==> src/rtl/bringup_sequencer.sv <==
// Ordered board bring-up: VADJ PMBus, VADJ enable, FMC power-good, camera reset, SPI then I2C init.
// Optional wait-state timeout with FAULT state when BRINGUP_TIMEOUT_EN is defined.
module bringup_sequencer #(
  parameter logic [31:0] PMBUS_DELAY   = 32'd10000000,
  parameter logic [31:0] SETTLE_DELAY  = 32'd10000000,
  parameter logic [31:0] CAM_RST_DELAY = 32'd1000000,
  parameter logic [31:0] INIT_DELAY    = 32'd100000,
  parameter logic [31:0] TIMEOUT       = 32'd50000000
) (
  input  logic       clock,
  input  logic       reset,
  input  logic       restart,
  input  logic       pmbus_done,
  input  logic       spi_done,
  input  logic       i2c_done,
  output logic       pmbus_start,
  output logic       vadj_on,
  output logic       pg_c2m,
  output logic       cam_reset_n,
  output logic       spi_start,
  output logic       i2c_start,
  output logic       ready,
  output logic       error,
  output logic [3:0] state
);

  typedef enum logic [3:0] {
    S_IDLE      = 4'd0,
    S_WAIT_PM   = 4'd1,
    S_PM_START  = 4'd2,
    S_PM_WAIT   = 4'd3,
    S_SETTLE    = 4'd4,
    S_CAM_RST   = 4'd5,
    S_INIT_DLY  = 4'd6,
    S_SPI_START = 4'd7,
    S_SPI_WAIT  = 4'd8,
    S_I2C_START = 4'd9,
    S_I2C_WAIT  = 4'd10,
    S_DONE      = 4'd11,
    S_FAULT     = 4'd12
  } state_t;

  // Terminal count per timed state; a zero delay behaves as one cycle.
  localparam logic [31:0] PM_LAST     = (PMBUS_DELAY   == 32'd0) ? 32'd0 : PMBUS_DELAY   - 32'd1;
  localparam logic [31:0] SETTLE_LAST = (SETTLE_DELAY  == 32'd0) ? 32'd0 : SETTLE_DELAY  - 32'd1;
  localparam logic [31:0] CAM_LAST    = (CAM_RST_DELAY == 32'd0) ? 32'd0 : CAM_RST_DELAY - 32'd1;
  localparam logic [31:0] INIT_LAST   = (INIT_DELAY    == 32'd0) ? 32'd0 : INIT_DELAY    - 32'd1;

  state_t      r_state;
  logic [31:0] r_count;
  logic        r_pmbus_start;
  logic        r_vadj_on;
  logic        r_pg_c2m;
  logic        r_cam_reset_n;
  logic        r_spi_start;
  logic        r_i2c_start;
  logic        r_ready;
  logic        r_error;

  logic        w_in_wait;
  logic        w_wait_done;
  logic        w_timeout;

  assign w_in_wait   = (r_state == S_PM_WAIT) || (r_state == S_SPI_WAIT) || (r_state == S_I2C_WAIT);
  assign w_wait_done = ((r_state == S_PM_WAIT)  && pmbus_done) ||
                       ((r_state == S_SPI_WAIT) && spi_done)   ||
                       ((r_state == S_I2C_WAIT) && i2c_done);

`ifdef BRINGUP_TIMEOUT_EN
  localparam logic [31:0] TO_LAST = (TIMEOUT == 32'd0) ? 32'd0 : TIMEOUT - 32'd1;
  assign w_timeout = (r_count == TO_LAST);
`else
  localparam logic [31:0] unused_timeout = TIMEOUT;
  assign w_timeout = 1'b0;
`endif

  always_ff @(posedge clock or posedge reset) begin
    if (reset) begin
      r_state       <= S_IDLE;
      r_count       <= '0;
      r_pmbus_start <= 1'b0;
      r_vadj_on     <= 1'b0;
      r_pg_c2m      <= 1'b0;
      r_cam_reset_n <= 1'b0;
      r_spi_start   <= 1'b0;
      r_i2c_start   <= 1'b0;
      r_ready       <= 1'b0;
      r_error       <= 1'b0;
    end else begin
      r_pmbus_start <= 1'b0;
      r_spi_start   <= 1'b0;
      r_i2c_start   <= 1'b0;
      r_count       <= r_count + 32'd1;
      case (r_state)
        S_IDLE: begin
          r_state <= S_WAIT_PM;
          r_count <= '0;
        end
        S_WAIT_PM: if (r_count == PM_LAST) begin
          r_state       <= S_PM_START;
          r_pmbus_start <= 1'b1;
          r_count       <= '0;
        end
        S_PM_START: begin
          r_state <= S_PM_WAIT;
          r_count <= '0;
        end
        S_PM_WAIT: if (pmbus_done) begin
          r_state   <= S_SETTLE;
          r_vadj_on <= 1'b1;
          r_count   <= '0;
        end
        S_SETTLE: if (r_count == SETTLE_LAST) begin
          r_state  <= S_CAM_RST;
          r_pg_c2m <= 1'b1;
          r_count  <= '0;
        end
        S_CAM_RST: if (r_count == CAM_LAST) begin
          r_state       <= S_INIT_DLY;
          r_cam_reset_n <= 1'b1;
          r_count       <= '0;
        end
        S_INIT_DLY: if (r_count == INIT_LAST) begin
          r_state     <= S_SPI_START;
          r_spi_start <= 1'b1;
          r_count     <= '0;
        end
        S_SPI_START: begin
          r_state <= S_SPI_WAIT;
          r_count <= '0;
        end
        S_SPI_WAIT: if (spi_done) begin
          r_state     <= S_I2C_START;
          r_i2c_start <= 1'b1;
          r_count     <= '0;
        end
        S_I2C_START: begin
          r_state <= S_I2C_WAIT;
          r_count <= '0;
        end
        S_I2C_WAIT: if (i2c_done) begin
          r_state <= S_DONE;
          r_ready <= 1'b1;
          r_count <= '0;
        end
        S_DONE, S_FAULT: if (restart) begin
          r_state       <= S_IDLE;
          r_ready       <= 1'b0;
          r_error       <= 1'b0;
          r_vadj_on     <= 1'b0;
          r_pg_c2m      <= 1'b0;
          r_cam_reset_n <= 1'b0;
          r_count       <= '0;
        end
        default: r_state <= S_IDLE;
      endcase
      // Placed after the case so a timeout overrides the hold, but a same-cycle done still wins.
      if (w_in_wait && !w_wait_done && w_timeout) begin
        r_state       <= S_FAULT;
        r_error       <= 1'b1;
        r_vadj_on     <= 1'b0;
        r_pg_c2m      <= 1'b0;
        r_cam_reset_n <= 1'b0;
        r_ready       <= 1'b0;
        r_count       <= '0;
      end
    end
  end

  assign pmbus_start = r_pmbus_start;
  assign vadj_on     = r_vadj_on;
  assign pg_c2m      = r_pg_c2m;
  assign cam_reset_n = r_cam_reset_n;
  assign spi_start   = r_spi_start;
  assign i2c_start   = r_i2c_start;
  assign ready       = r_ready;
  assign error       = r_error;
  assign state       = r_state;

endmodule

==> config.mk <==
export PLATFORM = sky130hd
export DESIGN_NAME = bringup_sequencer
export DESIGN_NICKNAME = d
export VERILOG_FILES = /design/src/rtl/bringup_sequencer.sv
export SDC_FILE = /design/constraint.sdc
export NUM_CORES = 1
export LEC_CHECK = 0
export CORE_MARGIN = 2
export CORE_UTILIZATION = 35
export CTS_BUF_LIST = sky130_fd_sc_hd__clkbuf_4 sky130_fd_sc_hd__clkbuf_8 sky130_fd_sc_hd__clkbuf_16
export DETAILED_ROUTE_END_ITERATION = 12
export PLACE_DENSITY_LB_ADDON = 0.05
export SYNTH_ARGS = -nofsm -noshare
export SYNTH_HDL_FRONTEND = slang
export SYNTH_SLANG_ARGS = --single-unit
export TNS_END_PERCENT = 1
==> constraint.sdc <==
create_clock -name clock -period 1.9 [get_ports clock]
set_input_delay 0.285 -clock clock [delete_from_list [all_inputs] [get_ports clock]]
set_output_delay 0.285 -clock clock [all_outputs]
set_load 0.02 [all_outputs]
==> flow_summary.toml, run 1 <==
[power_and_ir_drop]
switching_share = 0.379
internal-power_w = 0.00229
power_density_nw_per_um2 = 1140
p_switching_w = 0.00140
seqPwrFrac = 0.315
clockPowerShare = 0.183
peakVddDrop_mv = 0.777
totalPowerFinal_w = 0.00369
share_comb_of_total_power = 0.503
p_leak_nw = 1.40

[grt]
busiest_layer = "met2"
grt_use_met1 = 0.241
grt_usage = 0.177
gr-usage-met2 = 0.286
grt-ovfl-total = 0
grt_antenna_before_repair = 0
grt_max_degree = 32
gr-usage-met3 = 0.0327
grt_pass1_wl_um = 10300
grt_pass1_vias = 2006

[synth]
synth.net_count = 252
synthXorXnorAreaFrac = 0.115
synth_top_family_by_area = "simple AND/OR/NAND/NOR gates"
synthCells = 245
yosys_warnings = 0
ys_seq_area_frac = 0.457
ys_seq_elements = 43
synth_compound_area_frac = 0.0579
synth-main-ff-cell = "dfrtp_1"
yosys.area_share.adder = 0.00532
synth_cell_type_count = 45
syn_area_um2 = 2350
synth_simple_gate_area_frac = 0.328
synthArstFlopShare = 1.00
synth_mux_area_frac = 0.00425
synth_edf_count = 0
synth.avg_cell_area_um2 = 9.61

[critical_path]
crit_chain = "nor4b_4 -> and4_4 -> and4b_4 -> nor4b_4 -> nor3_4 -> clkbuf_16 -> nor2_1"
crit_arrival_ns = 2.24
cp.buffers_inverters = 1
required_ns = 2.09
cp-end-kind = "flip-flop"
critPathSlowestCell = "dfrtp_1"
worstSetupPathType = "reg -> reg"
path_delay_family = "simple AND/OR/NAND/NOR gates"
cp_max_fo = 8
critPathMaxStageDelay_ns = 0.42
critPathLaunchType = "flip-flop"
crit_path_frequent_cell = "nor4b_4"

[floorplanning]
die_h_um = 86
start_util = 0.366
core_area_um2 = 6420
die-width_um = 86
io_pins = 18
rows = 29
die_area_um2 = 7400

[sta]
holdWs_ns = 0.310
fin_crit_sh = 1.08
setup_ws_ns = -0.149
setup_viol = 31
hold_viol_final = 0
rsz0062_at_grt = "yes"
fmax_ghz = 0.488
finClkSkew_ns = 0.00339
period_needed_ns = 2.05
drv_slew = 0

[cts]
ctsHoldBuffers = 0
cts.sinks = 43
post_cts_buffers = 0
clock_latency_ns = 0.30
clockBufferDepth = 2
cts_made_buffers = 5
cts-root-buf = "clkbuf_8"
cts_tree = "built"
htree_levels = 2
clk_pin_slew_ns = 0.08

[routing]
firstDrtPassIters = 4
vias_per_cell = 5.10
wire_per_inst_um = 15.4
wl_um = 6080
drtIter0Drc = 110
drc_errors = 0
vias = 2019
antenna_left = 0

[final_layout]
antenna_cells = 0
fillers = 621
multiInputGateArea_um2 = 1280
layout_commonest_cell = "buf_4"
drive_above_1_share = 0.288
area_growth_pct = 37.3
regArea_um2 = 1080
final_util = 0.503
final_cell_mix = "56 x buf_4, 43 x nor2_1, 38 x dfrtp_1"
stdcell_count = 396
nets = 325

[place]
gp_congestion = 0.795
place_ws_ns = -0.256
io_buffers = 16
dp_cells = 386
dp.final_hpwl_um = 4320

[status]
violations = "setup timing"
outcome = "finished with violations"

[flow_run]
max_cap_violations = 0

[min_path]
hold_path.class = "in -> async"
layer usage:
layer / wire, um / share of wire
met4: 68 / 0.011
met3: 148 / 0.024
met5: 0 / 0
met2: 2870 / 0.47
met1: 2990 / 0.49
state kept, by name, indices dropped and copies added, names as in the netlist:
register,flops
cam_reset_n,1
i2c_start,1
pg_c2m,1
pmbus_start,1
r_count,32
ready,1
spi_start,1
state,4
vadj_on,1
metrics by stage:
step / area, um^2 / setup TNS, ns
final: 3230 / -3.96
after global routing: 3230 / -7.48
after CTS: 3130 / -3.40
after detailed placement: 3010 / -7.59
after global placement: 3010 / -10.13
after floorplan: 2360 / -1.30
worst register-to-register path, cell delays in order (launching register included):
cell and delay [ns]:
dfrtp_1 0.42, nor4b_4 0.33, and4_4 0.28, and4b_4 0.26, nor4b_4 0.06, nor3_4 0.32, clkbuf_16 0.22, nor2_1 0.05
logic make-up (layout without fill, tap and decap cells):
family	count (synthesis)	count (layout)
adder cells (fa/ha/maj)	1	1
flip-flops	43	43
multiplexers	1	1
AND/OR/NAND/NOR	136	136
other	1	1
AO/OA/AOI/OAI	21	21
buffers and inverters	11	85
XOR/XNOR	31	31
synth_stat cells (2+ instances only):
cell type	count	share of area
dfrtp_1	43	0.46
nor2_1	43	0.069
xor2_1	22	0.082
nand2_1	20	0.032
nand3_1	13	0.028
nand4_1	9	0.024
xnor2_1	9	0.033
and3_1	7	0.019
and4_1	5	0.019
clkbuf_1	5	0.0080
nor2b_1	5	0.013
o21ai_0	5	0.011
a21oi_1	4	0.0085
nor3_1	4	0.0085
nor4_1	4	0.011
nor4b_1	4	0.015
and2_1	3	0.0080
buf_6	3	0.014
nand2b_1	3	0.0080
nor3b_1	3	0.0096
a31oi_1	2	0.0053
a32o_1	2	0.0085
buf_4	2	0.0064
o21a_1	2	0.0064
o31ai_1	2	0.0064
or3_1	2	0.0053
repair_timing:
action                                  in CTS  in global routing
gates resized for setup                      4                 16
pin swaps                                    0                  5
endpoints found under the setup margin      36                 37
gates cloned                                 0                  2
cell type report:
cell class                 instances  area share
inverter                           1     0.00116
tap                               77      0.0298
multi-input combinational        191       0.398
clock buffer                       8      0.0321
timing repair buffer              76       0.204
sequential                        43       0.335
power by group through the flow:
stage          clock network [W]  registers (W)  logic, W
6_report                0.000673        0.00116   0.00185
5_1_grt                 0.000735        0.00118   0.00202
4_1_cts                 0.000697        0.00116   0.00163
3_5_place_dp                   0        0.00117   0.00162
3_3_place_gp                   0        0.00117   0.00162
2_1_floorplan                  0        0.00123  0.000999
final timing paths:
| path | from | endpoint | slack (ns) | cells after the start |
|---|---|---|---|---|
| setup / recovery | r_count[17] | r_count[8] | -0.15 | 7 |
| hold / removal | reset | r_count[4] | 0.31 | 2 |
| setup reg to reg | r_count[17] | r_count[8] | -0.15 | 7 |
| hold reg to reg | pg_c2m | pg_c2m | 0.48 | 2 |
| max in group asynchronous | reset | r_count[7] | 1.08 | 3 |
| min in group clock | pg_c2m | pg_c2m | 0.48 | 2 |
Power figures use the tool's default switching activity.
==> run 2, diff against run 1 <==
--- a/config.mk
+++ b/config.mk
@@ -9,7 +9,7 @@
 export CORE_UTILIZATION = 35
 export CTS_BUF_LIST = sky130_fd_sc_hd__clkbuf_4 sky130_fd_sc_hd__clkbuf_8 sky130_fd_sc_hd__clkbuf_16
 export DETAILED_ROUTE_END_ITERATION = 12
-export PLACE_DENSITY_LB_ADDON = 0.05
+export SKIP_LAST_GASP = 1
 export SYNTH_ARGS = -nofsm -noshare
 export SYNTH_HDL_FRONTEND = slang
 export SYNTH_SLANG_ARGS = --single-unit
==> run 2 against run 1 <==
Against the previous run:
- the run still ends with setup timing left
- register-to-register slack about the same
- worst hold slack better by 0.022 ns
- wire length down 6.3%
- non-clock buffer count down 4
- count of clock-buffer cells in the layout unchanged
- clock skew up 0.0033 ns
- global-route usage down 1.8 points
- combinational power about the same
- largest cell class unchanged
- largest power group unchanged
==> flow_summary.toml, run 2 (synthesis gave the netlist of run 1 again) <==
[status]
outcome = "finished with violations"
violations = "setup timing"

[final_layout]
top_register = "r_count"
antenna_cells = 0
layout_commonest_cell = "buf_4"
drive_above_1_share = 0.257
final_cell_mix = "51 x buf_4, 43 x nor2_1, 42 x dfrtp_1"
fillers = 584
area_growth_pct = 34.8
largest_reg_flops = 32
regArea_um2 = 1080
multiInputGateArea_um2 = 1260
nets = 321

[floorplanning]
core_area_um2 = 6420
io_pins = 18
die_h_um = 86
die-width_um = 86
start_util = 0.366
rows = 29
die_area_um2 = 7400

[routing]
firstDrtPassIters = 4
wl_um = 5700
antenna_left = 0
vias = 2018
wire_per_inst_um = 14.5
drc_errors = 0
drtIter0Drc = 154
vias_per_cell = 5.15

[power_and_ir_drop]
p_leak_nw = 1.37
peakVddDrop_mv = 0.710
power_density_nw_per_um2 = 1160
totalPowerFinal_w = 0.00369

[sta]
fmax_ghz = 0.489
holdWs_ns = 0.333
hold_viol_final = 0
fin_setup_tns_ns = -3.74
period_needed_ns = 2.05
finClkSkew_ns = 0.00669
rsz0062_at_grt = "yes"
fin_crit_sh = 1.08
setup_viol = 32
drv_slew = 0
setup_ws_ns = -0.147

[critical_path]
cp-startpoint = "r_count[21]"
required_ns = 2.09
rr_endpoint = "r_count[27]"
cp_max_fo = 8
worstSetupPathType = "reg -> reg"
endpoint = "r_count[27]"
cp-end-kind = "flip-flop"
r2r_slack_ns = -0.15
critPathLaunchType = "flip-flop"
reg2reg_from = "r_count[21]"
crit_arrival_ns = 2.23
r2r_cells = 8

[flow_run]
max_cap_violations = 0

[place]
gp_congestion = 0.874
io_buffers = 16
dp.final_hpwl_um = 3980
place_ws_ns = -0.149

[cts]
htree_levels = 2
cts_made_buffers = 5
clock_latency_ns = 0.30
clk_pin_slew_ns = 0.08
cts.sinks = 43
clockBufferDepth = 2
cts-root-buf = "clkbuf_8"
cts_tree = "built"

[grt]
grt_pass1_wl_um = 9410
grt_antenna_before_repair = 0
grt-ovfl-total = 0
grt_usage = 0.158
grt_max_degree = 44
grt_pass1_vias = 1988

[min_path]
hold_path.class = "in -> async"
-- run 2: per-stage QoR --
stage,instance area [um^2],cells,util
after detailed placement,2950,379,0.460
after global routing,3170,392,0.494
after floorplan,2360,245,-
after global placement,2950,379,0.460
final,3170,392,0.494
after CTS,3080,387,0.479
-- run 2: worst min-delay path by stage --
stage            start     endpoint  cells past startpoint
2_1_floorplan  restart  cam_reset_n                      1
3_3_place_gp    pg_c2m       pg_c2m                      2
3_5_place_dp    pg_c2m       pg_c2m                      2
4_1_cts          reset       pg_c2m                      3
5_1_grt          reset       pg_c2m                      3
6_report         reset  r_count[16]                      3
-- run 2: critical path, stage by stage, from the launching register on --
cell	delay, ns
dfrtp_1	0.40
nor4_2	0.26
buf_4	0.16
and4_4	0.22
and4b_4	0.26
nor4b_4	0.06
nor3_4	0.31
clkbuf_16	0.23
nor2_1	0.04
-- run 2: area by class of cell --
type,instances,share of cell area
Multi-Input combinational cell,191,0.397
Sequential cell,43,0.340
Timing Repair Buffer,72,0.199
Clock buffer,8,0.0327
Tap cell,77,0.0304
Inverter,1,0.00118
-- run 2: timing repair --
item	CTS	global route
pin swaps	0	3
hold buffers	0	0
setup buffers	0	3
endpoints found under the setup margin	34	35
gates resized for setup	4	9
cloned	0	2
-- run 2: layer usage --
metal / GRT usage / wire length, um
met1: 0.216 / 2800
met3: 0.0289 / 120
met2: 0.258 / 2700
met5: 0 / 0
met4: 0.0447 / 74
-- run 2: power by group --
part           internal (W)  total (W)  switching, W  leakage [nW]
Clock              0.000346   0.000661      0.000314        0.0549
Combinational      0.000913    0.00188      0.000965         0.738
Sequential          0.00103    0.00115      0.000126         0.580
==> run 3, diff against run 2 <==
--- a/config.mk
+++ b/config.mk
@@ -6,9 +6,10 @@
 export NUM_CORES = 1
 export LEC_CHECK = 0
 export CORE_MARGIN = 2
-export CORE_UTILIZATION = 35
+export CORE_UTILIZATION = 52
 export CTS_BUF_LIST = sky130_fd_sc_hd__clkbuf_4 sky130_fd_sc_hd__clkbuf_8 sky130_fd_sc_hd__clkbuf_16
 export DETAILED_ROUTE_END_ITERATION = 12
+export PLACE_DENSITY = 0.75
 export SKIP_LAST_GASP = 1
 export SYNTH_ARGS = -nofsm -noshare
 export SYNTH_HDL_FRONTEND = slang
==> run 3 against run 2 <==
Against the previous run:
- the flow still finishes with violations (setup timing)
- sequential share of layout area grew 1.0 points
- final area shrank 3.1%
- clock power is 10% lower
- first-iteration DRC count down 0.65%
- critical path depth stayed put
- wire length shrank 0.86%
- worst setup slack worse by 0.017 ns
- utilization is 21 points higher
- final cell count is 7.9% lower
- sequential power is essentially flat
- non-clock buffer count is 6 lower
- largest cell class unchanged
- highest routed layer unchanged
==> flow_summary.toml, run 3 (synthesis gave the netlist of run 1 again) <==
[place]
gp_congestion = 0.870
dp.final_hpwl_um = 3900
io_buffers = 16

[sta]
fmax_ghz = 0.484
rsz0062_at_grt = "yes"
fin_crit_sh = 1.09
finClkSkew_ns = 0.00954
fin_setup_tns_ns = -4.48
period_needed_ns = 2.06
hold_viol_final = 0
setup_ws_ns = -0.164
setup_viol = 34
drv_slew = 0

[critical_path]
crit_arrival_ns = 2.25
path_delay_family = "simple AND/OR/NAND/NOR gates"
cp_max_fo = 7
cp.buffers_inverters = 2
critPathMaxStageDelay_ns = 0.40
crit_chain = "nor3b_1 -> and4_4 -> or2b_1 -> nand4b_4 -> nor3_4 -> buf_6 -> buf_8 -> nor2_1"
critPathLaunchType = "flip-flop"
critPathSlowestCell = "dfrtp_1"
cp-end-kind = "flip-flop"
required_ns = 2.09
worstSetupPathType = "reg -> reg"

[routing]
wire_per_inst_um = 15.7
antenna_left = 0
firstDrtPassIters = 4
vias_per_cell = 5.68
wl_um = 5650
vias = 2050
drc_errors = 0
drtIter0Drc = 153

[cts]
cts.sinks = 43
cts-root-buf = "clkbuf_8"
clk_pin_slew_ns = 0.08
htree_levels = 2
clock_latency_ns = 0.30
cts_tree = "built"
clockBufferDepth = 2
cts_made_buffers = 5
ctsHoldBuffers = 0

[final_layout]
area_growth_pct = 30.6
top_register = "r_count"
antenna_cells = 0
final_cell_mix = "45 x buf_4, 43 x dfrtp_1, 38 x nor2_1"
nets = 315
drive_above_1_share = 0.252
largest_reg_flops = 32
layout_commonest_cell = "buf_4"

[power_and_ir_drop]
totalPowerFinal_w = 0.00362
p_leak_nw = 1.33
power_density_nw_per_um2 = 1180
peakVddDrop_mv = 1.01

[grt]
grt-ovfl-total = 0
grt_pass1_vias = 1986
grt_max_degree = 44
grt_usage = 0.234
grt_antenna_before_repair = 0
grt_pass1_wl_um = 9220

[floorplanning]
start_util = 0.541
core_area_um2 = 4350
die_area_um2 = 5080
io_pins = 18
die_h_um = 71.3
die-width_um = 71.3
rows = 24

[min_path]
hold_path.class = "in -> async"

[flow_run]
max_cap_violations = 0

[status]
violations = "setup timing"
outcome = "finished with violations"
[run 3: cell types whose count changed in the layout (fill, tap and decap cells not counted), moves of 2 or more]
cell      previous run  this run
buf_4               51        45
clkbuf_8             7         5
nor2_2               0         5
and4_4               3         1
buf_8                0         2
nor2_1              43        38
[run 3: per-stage QoR]
step | cell area, um^2 | cells | hold slack, ns | setup slack [ns] | util
after floorplan | 2360 | 245 | 0.389 | -0.0434 | -
after global placement | 2870 | 349 | 0.477 | -0.0604 | 0.659
after detailed placement | 2870 | 349 | 0.486 | -0.225 | 0.659
after CTS | 3010 | 358 | 0.329 | -0.101 | 0.692
after global routing | 3070 | 361 | 0.359 | -0.256 | 0.706
final | 3070 | 361 | 0.319 | -0.164 | 0.706
[run 3: cell type report]
cell class | count | area, um^2
Timing Repair Buffer | 66 | 564
Tap cell | 52 | 65.1
Multi-Input combinational cell | 191 | 1280
Inverter | 1 | 3.75
Sequential cell | 43 | 1080
Clock buffer | 7 | 83.8
Clock inverter | 1 | 5.00
Fill cell | 322 | 1280
[run 3: power by group]
part	internal (W)	leakage (nW)	total, W	switching (W)
clock network	0.000287	0.0491	0.000592	0.000306
registers	0.00103	0.581	0.00115	0.000129
logic	0.000891	0.697	0.00187	0.000980
total	0.00220	1.33	0.00362	0.00141
[run 3: path summary, 6_finish.rpt]
check | from | to | slack, ns | cells past startpoint
max in group asynchronous | reset | pmbus_start | 1.36 | 3
max reg2reg | r_count[11] | r_count[31] | -0.16 | 8
max | r_count[11] | r_count[31] | -0.16 | 8
min | reset | r_count[17] | 0.32 | 3
min reg2reg | vadj_on | vadj_on | 0.50 | 1
min in group clock | vadj_on | vadj_on | 0.50 | 1
[run 3: timing repair]
action                     in CTS  in global routing
pin swaps                       2                  4
resized for setup               8                 14
setup endpoints to repair      35                 38
gates cloned                    1                  1
setup buffers                   0                  3
[run 3: worst min-delay path, cell delays in order]
cell,delay (ns)
clkdlybuf4s50_1,0.40
clkinv_1,0.08
buf_12,0.23
[run 3: metal layers]
metal	up-vias	track usage	routed length (um)
li1	982	-	-
met1	1009	0.310	2540
met5	-	0	0
met3	13	0.0492	244
met4	0	0.0985	135
met2	46	0.376	2730
